### src/rtl/voice_allocator.sv
// Polyphonic voice allocator: accepts note-on/note-off events one at a time,
// scans every voice over NUM_VOICES cycles to find a matching, a free and the
// oldest voice, then commits the event to one voice in a single edge.
//
// Event handshake: an event is accepted on a rising edge where ev_valid and
// ev_ready are both 1. ev_ready is high only while idle, so ev_valid held
// during a scan is ignored, and ev_* only matter on the accepting edge.
module voice_allocator #(
    parameter int NUM_VOICES    = 4,
    parameter int FREQ_RES_BITS = 8,
    parameter int VOLUME_BITS   = 8,
    parameter int NOTE_BITS     = 7,
    parameter int AGE_BITS      = 8
) (
    input  logic                                mclk,
    input  logic                                rst_n,
    input  logic                                ev_valid,
    output logic                                ev_ready,
    input  logic                                ev_on,
    input  logic [NOTE_BITS-1:0]                ev_note,
    input  logic [FREQ_RES_BITS-1:0]            ev_freq,
    input  logic [VOLUME_BITS-1:0]              ev_vel,
    output logic [NUM_VOICES*FREQ_RES_BITS-1:0] voice_freq,
    output logic [NUM_VOICES*VOLUME_BITS-1:0]   voice_vol,
    output logic [NUM_VOICES-1:0]               voice_active,
    output logic [NUM_VOICES-1:0]               voice_rst,
    output logic                                steal
);

    localparam int IDX_W = (NUM_VOICES > 1) ? $clog2(NUM_VOICES) : 1;
    localparam logic [IDX_W-1:0]    LAST_IDX = IDX_W'(NUM_VOICES - 1);
    localparam logic [AGE_BITS-1:0] AGE_MAX  = '1;

    typedef enum logic [1:0] {IDLE, SCAN, COMMIT} state_t;

    state_t state_q, state_d;
    logic   armed_q;
    logic   accept;

    // Per-voice state.
    logic [FREQ_RES_BITS-1:0] freq_q   [NUM_VOICES];
    logic [VOLUME_BITS-1:0]   vol_q    [NUM_VOICES];
    logic [NOTE_BITS-1:0]     note_q   [NUM_VOICES];
    logic [AGE_BITS-1:0]      age_q    [NUM_VOICES];
    logic [NUM_VOICES-1:0]    active_q;
    logic [NUM_VOICES-1:0]    rst_pulse_q;
    logic                     steal_q;

    // Latched event (ev_on with zero velocity is folded into note-off here).
    logic                     lat_on;
    logic [NOTE_BITS-1:0]     lat_note;
    logic [FREQ_RES_BITS-1:0] lat_freq;
    logic [VOLUME_BITS-1:0]   lat_vel;

    // Scan cursor and candidates.
    logic [IDX_W-1:0]    idx_q;
    logic                match_found, free_found, old_found;
    logic [IDX_W-1:0]    match_idx, free_idx, old_idx;
    logic [AGE_BITS-1:0] old_age;

    logic [IDX_W-1:0]    target;
    logic                is_steal;

    assign ev_ready = armed_q && (state_q == IDLE);
    assign accept   = ev_valid && ev_ready;

    // State register; armed_q keeps ev_ready low until the first edge after reset.
    always_ff @(posedge mclk or negedge rst_n) begin
        if (!rst_n) begin
            state_q <= IDLE;
            armed_q <= 1'b0;
        end else begin
            state_q <= state_d;
            armed_q <= 1'b1;
        end
    end

    // Next-state logic: one scan cycle per voice, then a single commit cycle.
    always_comb begin
        state_d = state_q;
        case (state_q)
            IDLE:    if (accept) state_d = SCAN;
            SCAN:    if (idx_q == LAST_IDX) state_d = COMMIT;
            COMMIT:  state_d = IDLE;
            default: state_d = IDLE;
        endcase
    end

    // Target selection for a note-on: retrigger a match, else a free voice, else steal the oldest.
    always_comb begin
        target   = old_idx;
        is_steal = 1'b0;
        if (match_found)     target = match_idx;
        else if (free_found) target = free_idx;
        else                 is_steal = 1'b1;
    end

    // Datapath: latch the event, accumulate scan candidates, apply the commit.
    always_ff @(posedge mclk or negedge rst_n) begin
        if (!rst_n) begin
            for (int i = 0; i < NUM_VOICES; i++) begin
                freq_q[i] <= '0;
                vol_q[i]  <= '0;
                note_q[i] <= '0;
                age_q[i]  <= '0;
            end
            active_q    <= '0;
            rst_pulse_q <= '0;
            steal_q     <= 1'b0;
            lat_on      <= 1'b0;
            lat_note    <= '0;
            lat_freq    <= '0;
            lat_vel     <= '0;
            idx_q       <= '0;
            match_found <= 1'b0;
            free_found  <= 1'b0;
            old_found   <= 1'b0;
            match_idx   <= '0;
            free_idx    <= '0;
            old_idx     <= '0;
            old_age     <= '0;
        end else begin
            rst_pulse_q <= '0;
            steal_q     <= 1'b0;
            case (state_q)
                IDLE: begin
                    if (accept) begin
                        lat_on      <= ev_on && (ev_vel != '0);
                        lat_note    <= ev_note;
                        lat_freq    <= ev_freq;
                        lat_vel     <= ev_vel;
                        idx_q       <= '0;
                        match_found <= 1'b0;
                        free_found  <= 1'b0;
                        old_found   <= 1'b0;
                    end
                end
                SCAN: begin
                    if (active_q[idx_q] && (note_q[idx_q] == lat_note) && !match_found) begin
                        match_found <= 1'b1;
                        match_idx   <= idx_q;
                    end
                    if (!active_q[idx_q] && !free_found) begin
                        free_found <= 1'b1;
                        free_idx   <= idx_q;
                    end
                    // Strict greater-than keeps the lowest index on an age tie.
                    if (active_q[idx_q] && (!old_found || (age_q[idx_q] > old_age))) begin
                        old_found <= 1'b1;
                        old_idx   <= idx_q;
                        old_age   <= age_q[idx_q];
                    end
                    idx_q <= idx_q + 1'b1;
                end
                COMMIT: begin
                    if (lat_on) begin
                        for (int i = 0; i < NUM_VOICES; i++) begin
                            if (IDX_W'(i) == target) begin
                                freq_q[i]      <= lat_freq;
                                vol_q[i]       <= lat_vel;
                                note_q[i]      <= lat_note;
                                age_q[i]       <= '0;
                                active_q[i]    <= 1'b1;
                                rst_pulse_q[i] <= 1'b1;
                            end else if (active_q[i] && (age_q[i] != AGE_MAX)) begin
                                age_q[i] <= age_q[i] + 1'b1;
                            end
                        end
                        steal_q <= is_steal;
                    end else if (match_found) begin
                        active_q[match_idx] <= 1'b0;
                        vol_q[match_idx]    <= '0;
                    end
                end
                default: ;
            endcase
        end
    end

    // Pack per-voice registers onto the flat output buses.
    always_comb begin
        voice_freq = '0;
        voice_vol  = '0;
        for (int i = 0; i < NUM_VOICES; i++) begin
            voice_freq[i*FREQ_RES_BITS +: FREQ_RES_BITS] = freq_q[i];
            voice_vol[i*VOLUME_BITS +: VOLUME_BITS]      = vol_q[i];
        end
    end

    assign voice_active = active_q;
    assign voice_rst    = rst_pulse_q;
    assign steal        = steal_q;

endmodule

### config.mk
export PLATFORM = sky130hd
export DESIGN_NAME = voice_allocator
export DESIGN_NICKNAME = d
export VERILOG_FILES = /design/src/rtl/voice_allocator.sv
export SDC_FILE = /design/constraint.sdc
export NUM_CORES = 1
export LEC_CHECK = 0
export CORE_MARGIN = 3
export CORE_UTILIZATION = 60
export CTS_CLUSTER_SIZE = 20
export DETAILED_ROUTE_END_ITERATION = 16
export PLACE_DENSITY = 0.85
export SKIP_CTS_REPAIR_TIMING = 1
export SYNTH_ARGS = -nofsm -noshare
export SYNTH_HDL_FRONTEND = slang
export SYNTH_SLANG_ARGS = --single-unit
### constraint.sdc
create_clock -name mclk -period 5.8 [get_ports mclk]
set_input_delay 0.87 -clock mclk [delete_from_list [all_inputs] [get_ports mclk]]
set_output_delay 0.87 -clock mclk [all_outputs]
set_load 0.02 [all_outputs]
Yosys cells after proc, flatten, opt, wreduce, memory -nomap -nowiden
Index checks and enable logic that the tools add are counted.
Widths: inputs -> output; s select.
{"block": "classes", "n_addsub": 5, "mul": 0, "div_mod_pow": 0, "magnitude_cmp": 7, "n_eq_ne": 20, "shift": 0, "muxes": 56, "bitwise": 6, "reduce_logical": 48}
{"op": "$mux 8", "n": 15}
{"op": "$mux 32", "n": 2}
{"op": "$reduce_and 3->1", "n": 15}
{"op": "$add 8x1->8 const B", "n": 4}
{"op": "$and 32x32->32", "n": 1}
{"op": "$ne 8x8->1 const B", "n": 4}
{"op": "$not 32->32", "n": 1}
{"op": "$mux 1", "n": 18}
{"op": "$bmux 8 s2", "n": 1}
{"op": "$demux 8 s2", "n": 1}
{"op": "$mux 4", "n": 4}
{"op": "$bmux 7 s2", "n": 1}
{"op": "$mux 7", "n": 2}
{"op": "$logic_and 1x1->1", "n": 13}
{"op": "$reduce_and 2->1", "n": 6}
{"op": "$reduce_bool 2->1", "n": 6}
{"op": "$mux 2", "n": 5}
{"op": "$ne 2x2->1 const B", "n": 5}
{"op": "$gt 8x8->1", "n": 1}
{"op": "$ne 2x1->1 const B", "n": 4}
{"op": "$pmux 2 s2", "n": 2}
{"op": "$reduce_bool 8->1", "n": 1}
{"op": "$eq 7x7->1", "n": 1}
{"op": "$ge 3x3->1 const B", "n": 2}
{"op": "17 further kinds", "n": 27}
{"block": "totals", "regBits": 179, "latch_bits": 0, "mem_bits_rw": 0, "romBits": 0, "inputBits": 27, "memories": 0}

Longest topological paths before layout
Gate-level depths: netlist of run 1.
{"block": "depth", "depth_word": 9, "ltp_mapped": 13}

Worst setup path before layout of run 1
OpenSTA, ideal clock, no wires.
{"block": "synth_timing", "kind": "register -> register", "start": "register idx_q[0]", "end": "register old_age[1]", "t_arrival_ps": 2797, "required_ps": 5675, "setup_slack_ps": 2879, "path_stages_with_launch": 13, "n_path_buf": 4, "cell_sequence": "dfrtp_1 -> buf_6 -> buf_6 -> buf_2 -> mux4_2 -> ha_1 -> nor2b_1 -> o21a_1 -> o21ai_0 -> a21oi_1 -> o21a_1 -> buf_2 -> mux2_2"}
{"block": "synth_between", "elab_chain_cells": 8, "elab_cells_between_ends": 10, "cone_classes": "order compare: 1; mux: 5; bitwise: 1; reduce/logical: 3"}
{"item": "start: declaration", "line_no": "56", "text": "logic [IDX_W-1:0] idx_q;"}
{"item": "start signal: assignment", "line_no": "153", "text": "idx_q <= idx_q + 1'b1;"}
{"item": "$not 2->3 (implied by the code)", "line_no": "148, 151"}
{"item": "$bmux 8 s2", "line_no": "148, 151"}
{"item": "$mux 8 (implied by the code) (2 in series)", "line_no": "148, 151"}
{"item": "$gt 8x8->1", "line_no": "148", "text": "if (active_q[idx_q] && (!old_found || (age_q[idx_q] > old_age))) begin"}
{"item": "$logic_or 1x1->1", "line_no": "148"}
{"item": "$logic_and 1x1->1", "line_no": "148"}
{"item": "$reduce_and 2->1 (no source line)"}
{"item": "end signal: assignment", "line_no": "151", "text": "old_age <= age_q[idx_q];"}
{"item": "end: declaration", "line_no": "59", "text": "logic [AGE_BITS-1:0] old_age;"}
Parallel ways exist; a longest one is shown, timed or not. The select of a mux whose other input is x is not followed.
A chain may end at the register's enable or synchronous reset.

Worst setup path after layout of run 1
{"block": "layout_timing", "start": "register lat_on", "end": "register vol_q, in the netlist voice_vol[22]"}
{"block": "layout_between", "elab_chain_cells": 2, "elab_cells_between_ends": 4, "cone_classes": "eq/ne: 1; mux: 1; reduce/logical: 2"}
{"item": "start: declaration", "line_no": "50", "text": "logic lat_on;"}
{"item": "start signal: assignment", "line_no": "128", "text": "lat_on <= ev_on && (ev_vel != '0);"}
{"item": "$ne 2x1->1 (no source line) / $reduce_bool 2->1 (equally long branches)"}
{"item": "$reduce_and 3->1 (no source line)"}
{"item": "end signal: indexed assignment", "line_no": "160", "text": "vol_q[i] <= lat_vel;"}
{"item": "end: declaration", "line_no": "42", "text": "logic [VOLUME_BITS-1:0] vol_q [NUM_VOICES];"}
Parallel ways exist; a longest one is shown, timed or not.

==> flow_summary.yaml, run 1 <==
sta:
  final_hold_viol_count: 0
  period_share: 0.5723
  finalSetupViolCount: 0
  relSlewSlack: 0.1586
  final.setup_skew_ns: 0.007844
  finalSetupTns_ns: 0
  clock.fmax_mhz: 301.3
  tightest_slew_ns: 1.262
  min_period_ns: 3.319
  rsz0062_at_grt: "no"
  drv_slew: 0
  whs_ns: 0.4001
synthesis:
  synth-seq-cells: 179
  synth_fa_ha_area_frac: 0.02040
  ys.flop_type: "dfrtp_1"
  netlist_top_cells_area: "dfrtp_1, mux2_2, nand2_1"
  syn_area_per_cell_um2: 11.71
  synth_top_area_share: 0.5619
  muxShareOfSynthArea: 0.1322
  ys_async_sr_fraction: 1.000
  synth_cell_types: 53
  ys_warn_count: 0
  synth_compound_area_frac: 0.08052
  yosysTopAreaCell: "dfrtp_1"
  synth_top_family_by_area: "simple AND/OR/NAND/NOR gates"
  synth_nets: 721
  seq_area_frac_synth: 0.5619
  synth_edf_count: 0
  yosys.area_share.simple: 0.1370
  syn-cell-area_um2: 7971
  synth-xor-area-share: 0.03846
  synth_cells: 681
global_route:
  grt_pass1_wl_um: 30670
  grt-ovfl-total: 0
  grt_pass1_vias: 5992
  grt_use_total: 0.2714
  grt_max_degree: 62
  antenna_found_initial: 0
pwr:
  powerDensity_nw_per_um2: 443.3
  power_leakage_nw: 4.517
  ir_drop_mv: 0.3477
  power_w: 0.004274
final_layout:
  fin_area_um2: 9642
  final_cells: 957
  syn_to_final_growth_pct: 20.95
  fin_nets: 812
  antenna_cells: 0
  drive_above_1_share: 0.1452
clocking:
  cts_tree: "built"
  htreeDepth: 4
  path_clk_slew_ns: 0.06
  cts.root.buffer_cell: "clkbuf_16"
  cts_buffers: 17
  clock_sinks: 179
  clock_path_buffers: 2
  clk_latency_ns: 0.43
routing:
  num_vias: 5727
  drt_first_pass_iters: 5
  ant_nets: 0
  avgRoutedWirePerCell_um: 19.52
  wl_um: 18680
  drtIter0Drc: 508
  viasPerCell: 5.984
  drcViolationCount: 0
critical_path:
  end_kind: "flip-flop"
  worstPathRequired_ns: 6.11
  path_cells: "and3b_1 > nand2_2 > inv_1 > a31oi_4 > a32o_1"
  worstSetupStartpoint: "lat_on"
  path_delay_family: "flip-flops"
  crit_path_max_fanout: 40
  worst-setup-path-type: "reg2reg"
  r2r-start: "lat_on"
  cp-start-kind: "flip-flop"
  cp_slowest_cell: "dfrtp_1"
  cpPeakStageDelay_ns: 1.19
  path_buf_inv: 1
  arrival_ns: 3.63
place:
  routabilityCongestion: 0.8607
  placed_cell_area_um2: 9051
  place_inst: 925
  hpwl_um: 12220
  port_buffers: 100
run_status:
  outcome: "completed"
die:
  fp.dieArea_um2: 14710
  io_pins: 101
  start_util: 0.6216
  rows: 41
  die_w_um: 121.3
  core_area_um2: 12820
  fp.dieH_um: 121.3
hold_path:
  hold_class: "in2async"
run:
  drv_cap: 0
registers in the layout, indices dropped and copies added, names as in the netlist, 2 cells and up:
name,cells
voice_active,4
old_idx,2
voice_rst,4
age_q,32
lat_note,7
note_q,28
lat_freq,8
voice_freq,32
old_age,8
voice_vol,32
state_q,2
lat_vel,8
match_idx,2
free_idx,2
idx_q,2
layer usage:
layer  global-route usage  vias up  routed length (um)
met5                    0        -                   0
met4              0.08263        0                 187
met3              0.08951       17                1184
met2               0.4495      204                9647
met1               0.3424     2938                7664
li1                     -     2568                   -
stage by stage:
step	worst slack (ns)	util
3_3_place_gp	2.785	0.7058
3_5_place_dp	2.616	0.7058
6_report	2.481	0.7518
5_1_grt	2.323	0.7518
4_1_cts	2.553	0.7518
2_1_floorplan	2.879	-
layout by cell type (no fill, tap or decap), drive strengths merged, types with 8 or more instances in the layout:
cell type,instances
xnor2,16
nand3,12
clkbuf,24
a21oi,8
nand4,11
a32o,34
inv,16
nand2,145
ha,13
o21ai,12
mux2,60
nor2,41
nor3,12
dfrtp,179
mux4,12
mux2i,10
clkdlybuf4s50,99
xor2,19
cell type report:
cell class / instances / area, um2
Sequential cell: 179 / 4479
Clock buffer: 24 / 491.7
Timing Repair Buffer: 105 / 1040
Clock inverter: 8 / 98.84
Tap cell: 172 / 215.2
Fill cell: 836 / 3183
Inverter: 15 / 56.30
Multi-Input combinational cell: 454 / 3261
worst paths after layout:
path	endpoint	slack, ns	cells after the start
hold / removal	old_age[3]	0.40	1
setup / recovery	voice_vol[22]	2.48	5
min in group mclk	note_q[13]	0.48	2
hold reg to reg	note_q[13]	0.48	2
max in group asynchronous	voice_freq[19]	4.23	2
setup reg to reg	voice_vol[22]	2.48	5
report_power, final:
| part | internal (W) | switching [W] |
|---|---|---|
| sequential | 0.00154 | 0.000363 |
| clock | 0.000680 | 0.000466 |
| combinational | 0.000584 | 0.000637 |
| total | 0.00281 | 0.00147 |
kinds of logic (layout without fill, tap and decap cells):
kind of cell | after synthesis | count (layout)
other | 1 | 1
XOR/XNOR | 35 | 35
AND/OR/NAND/NOR | 246 | 246
multiplexers | 82 | 82
buffers and inverters | 48 | 152
flip-flops | 179 | 179
adder cells (fa/ha/maj) | 13 | 13
AO/OA/AOI/OAI | 77 | 77
synthesized netlist by cell type (3+ instances only):
cell type	instances
clkbuf_1	14
buf_2	11
xnor2_1	16
o21ai_0	11
mux2_2	58
a32o_1	34
nor4_1	3
nand3_1	12
mux2i_1	10
mux4_2	10
a21oi_1	8
buf_4	6
o21a_1	4
and3_1	6
dfrtp_1	179
a31oi_1	3
xor2_1	19
a21o_1	3
nor2_1	39
ha_1	13
and2_1	3
inv_1	15
nand2_1	143
nor3_1	9
nor2b_1	6
nand4_1	11
worst register-to-register path: cells and delay by family, from the launching register on:
kind | cells | cell delay [ns]
DFF | 1 | 1.19
and+or+nand+nor | 2 | 0.86
buffers and inverters | 1 | 0.76
AOI/OAI and AO/OA | 2 | 0.39
Note: power is estimated with default switching activity, not from simulation.
==> inputs of run 2 (changes only) <==
- CORE_UTILIZATION: 60 -> 50
- PLACE_DENSITY: 0.85 -> 0.76
- clock period: 5.8 -> 2.9 ns (I/O delays scaled with it)
==> flow_summary.yaml, run 2 (synthesized netlist as in run 1, its figures left out) <==
routing:
  viasPerCell: 5.651
  drt_first_pass_iters: 5
  wl_um: 19310
  avgRoutedWirePerCell_um: 19.16
  drtIter0Drc: 458
  ant_nets: 0
  num_vias: 5696
  drcViolationCount: 0
sta:
  finalSetupTns_ns: 0
  whs_ns: 0.04284
  period_share: 0.9203
  drv_slew: 0
  rsz0062_at_grt: "no"
  relSlewSlack: 0.4596
  finalSetupViolCount: 0
  final.setup_skew_ns: 0.005486
  tightest_slew_ns: 0.8004
  min_period_ns: 2.669
  final_hold_viol_count: 0
  timing.final.ws_setup_ns: 0.2311
  clock.fmax_mhz: 374.7
critical_path:
  cp-start-kind: "flip-flop"
  r2r-start: "idx_q[0]"
  crit_path_max_fanout: 18
  rrSetupSlack_ns: 0.23
  worstSetupStartpoint: "idx_q[0]"
  worst-setup-path-type: "reg2reg"
  end_kind: "flip-flop"
  r2r_cells: 8
  timing.rr.end: "match_idx[1]"
  arrival_ns: 2.97
  worstPathRequired_ns: 3.20
  crit_end: "match_idx[1]"
die:
  fp.dieArea_um2: 17490
  die_w_um: 132.3
  io_pins: 101
  core_area_um2: 15430
  start_util: 0.5167
  fp.dieH_um: 132.3
  rows: 45
pwr:
  powerDensity_nw_per_um2: 876.3
  power_leakage_nw: 4.595
  power_w: 0.008590
  ir_drop_mv: 0.7964
clocking:
  cts.root.buffer_cell: "clkbuf_16"
  clock_sinks: 179
  clk_latency_ns: 0.42
  clock_path_buffers: 2
  htreeDepth: 4
  cts_tree: "built"
  path_clk_slew_ns: 0.06
  cts_buffers: 17
final_layout:
  antenna_cells: 0
  layout_common_cells: "dfrtp_1, nand2_1, clkdlybuf4s50_1"
  fin_util: 0.6354
  final_common_cell: "dfrtp_1"
  fin_nets: 824
  fillers: 1193
  final-seq-area_um2: 4479
  syn_to_final_growth_pct: 22.96
  multiInputGateArea_um2: 3262
  drive_above_1_share: 0.1619
run:
  drv_cap: 0
global_route:
  grt_pass1_vias: 6089
  grt-ovfl-total: 0
  use_met2: 0.3828
  use_met1: 0.2930
  grt_use_total: 0.2281
  grt_pass1_wl_um: 31680
  busiest_layer: "met2"
  grt_max_degree: 78
  antenna_found_initial: 0
  met3_usage: 0.06450
place:
  hpwl_um: 13220
  port_buffers: 100
  dpl_worst_slack_ns: 0.1427
  routabilityCongestion: 0.8835
hold_path:
  hold_class: "in2async"
run_status:
  outcome: "completed"
-- run 2: worst min path at each step --
stage                  to       start  slack [ns]
6_report       old_age[6]       rst_n        0.04
5_1_grt         age_q[12]       rst_n        0.09
4_1_cts         age_q[12]       rst_n        0.07
3_5_place_dp   note_q[11]  note_q[11]        0.46
3_3_place_gp   note_q[11]  note_q[11]        0.46
2_1_floorplan    age_q[0]       rst_n        0.14
-- run 2: per-stage QoR --
stage	area, um2	cells
after global routing	9802	1008
after detailed placement	9215	976
after CTS	9801	1008
after global placement	9215	976
after floorplan	7974	681
final	9802	1008
-- run 2: area by class of cell --
class | instances | area share
clock inverter | 12 | 0.01315
inverter | 15 | 0.005744
timing repair buffer | 117 | 0.1178
sequential | 179 | 0.4570
multi-input combinational | 454 | 0.3328
tap | 211 | 0.02693
clock buffer | 20 | 0.04659
-- run 2: layer usage --
| metal | wire [um] | vias up |
|---|---|---|
| li1 | - | 2596 |
| met1 | 7989 | 2871 |
| met2 | 9608 | 203 |
| met3 | 1347 | 26 |
| met4 | 363 | 0 |
| met5 | 0 | - |
-- run 2: where the power goes --
group / internal [W] / switching, W
logic: 0.00121 / 0.00138
registers: 0.00309 / 0.000635
clock network: 0.00132 / 0.000961
total: 0.00562 / 0.00297
-- run 2: worst max-delay path, stage by stage, from the launching register on --
cell,delay [ns]
dfrtp_1,0.40
buf_4,0.21
buf_4,0.33
mux4_2,0.55
xor2_1,0.16
nor3_2,0.11
o2111ai_1,0.16
nor3_2,0.25
mux2_1,0.36
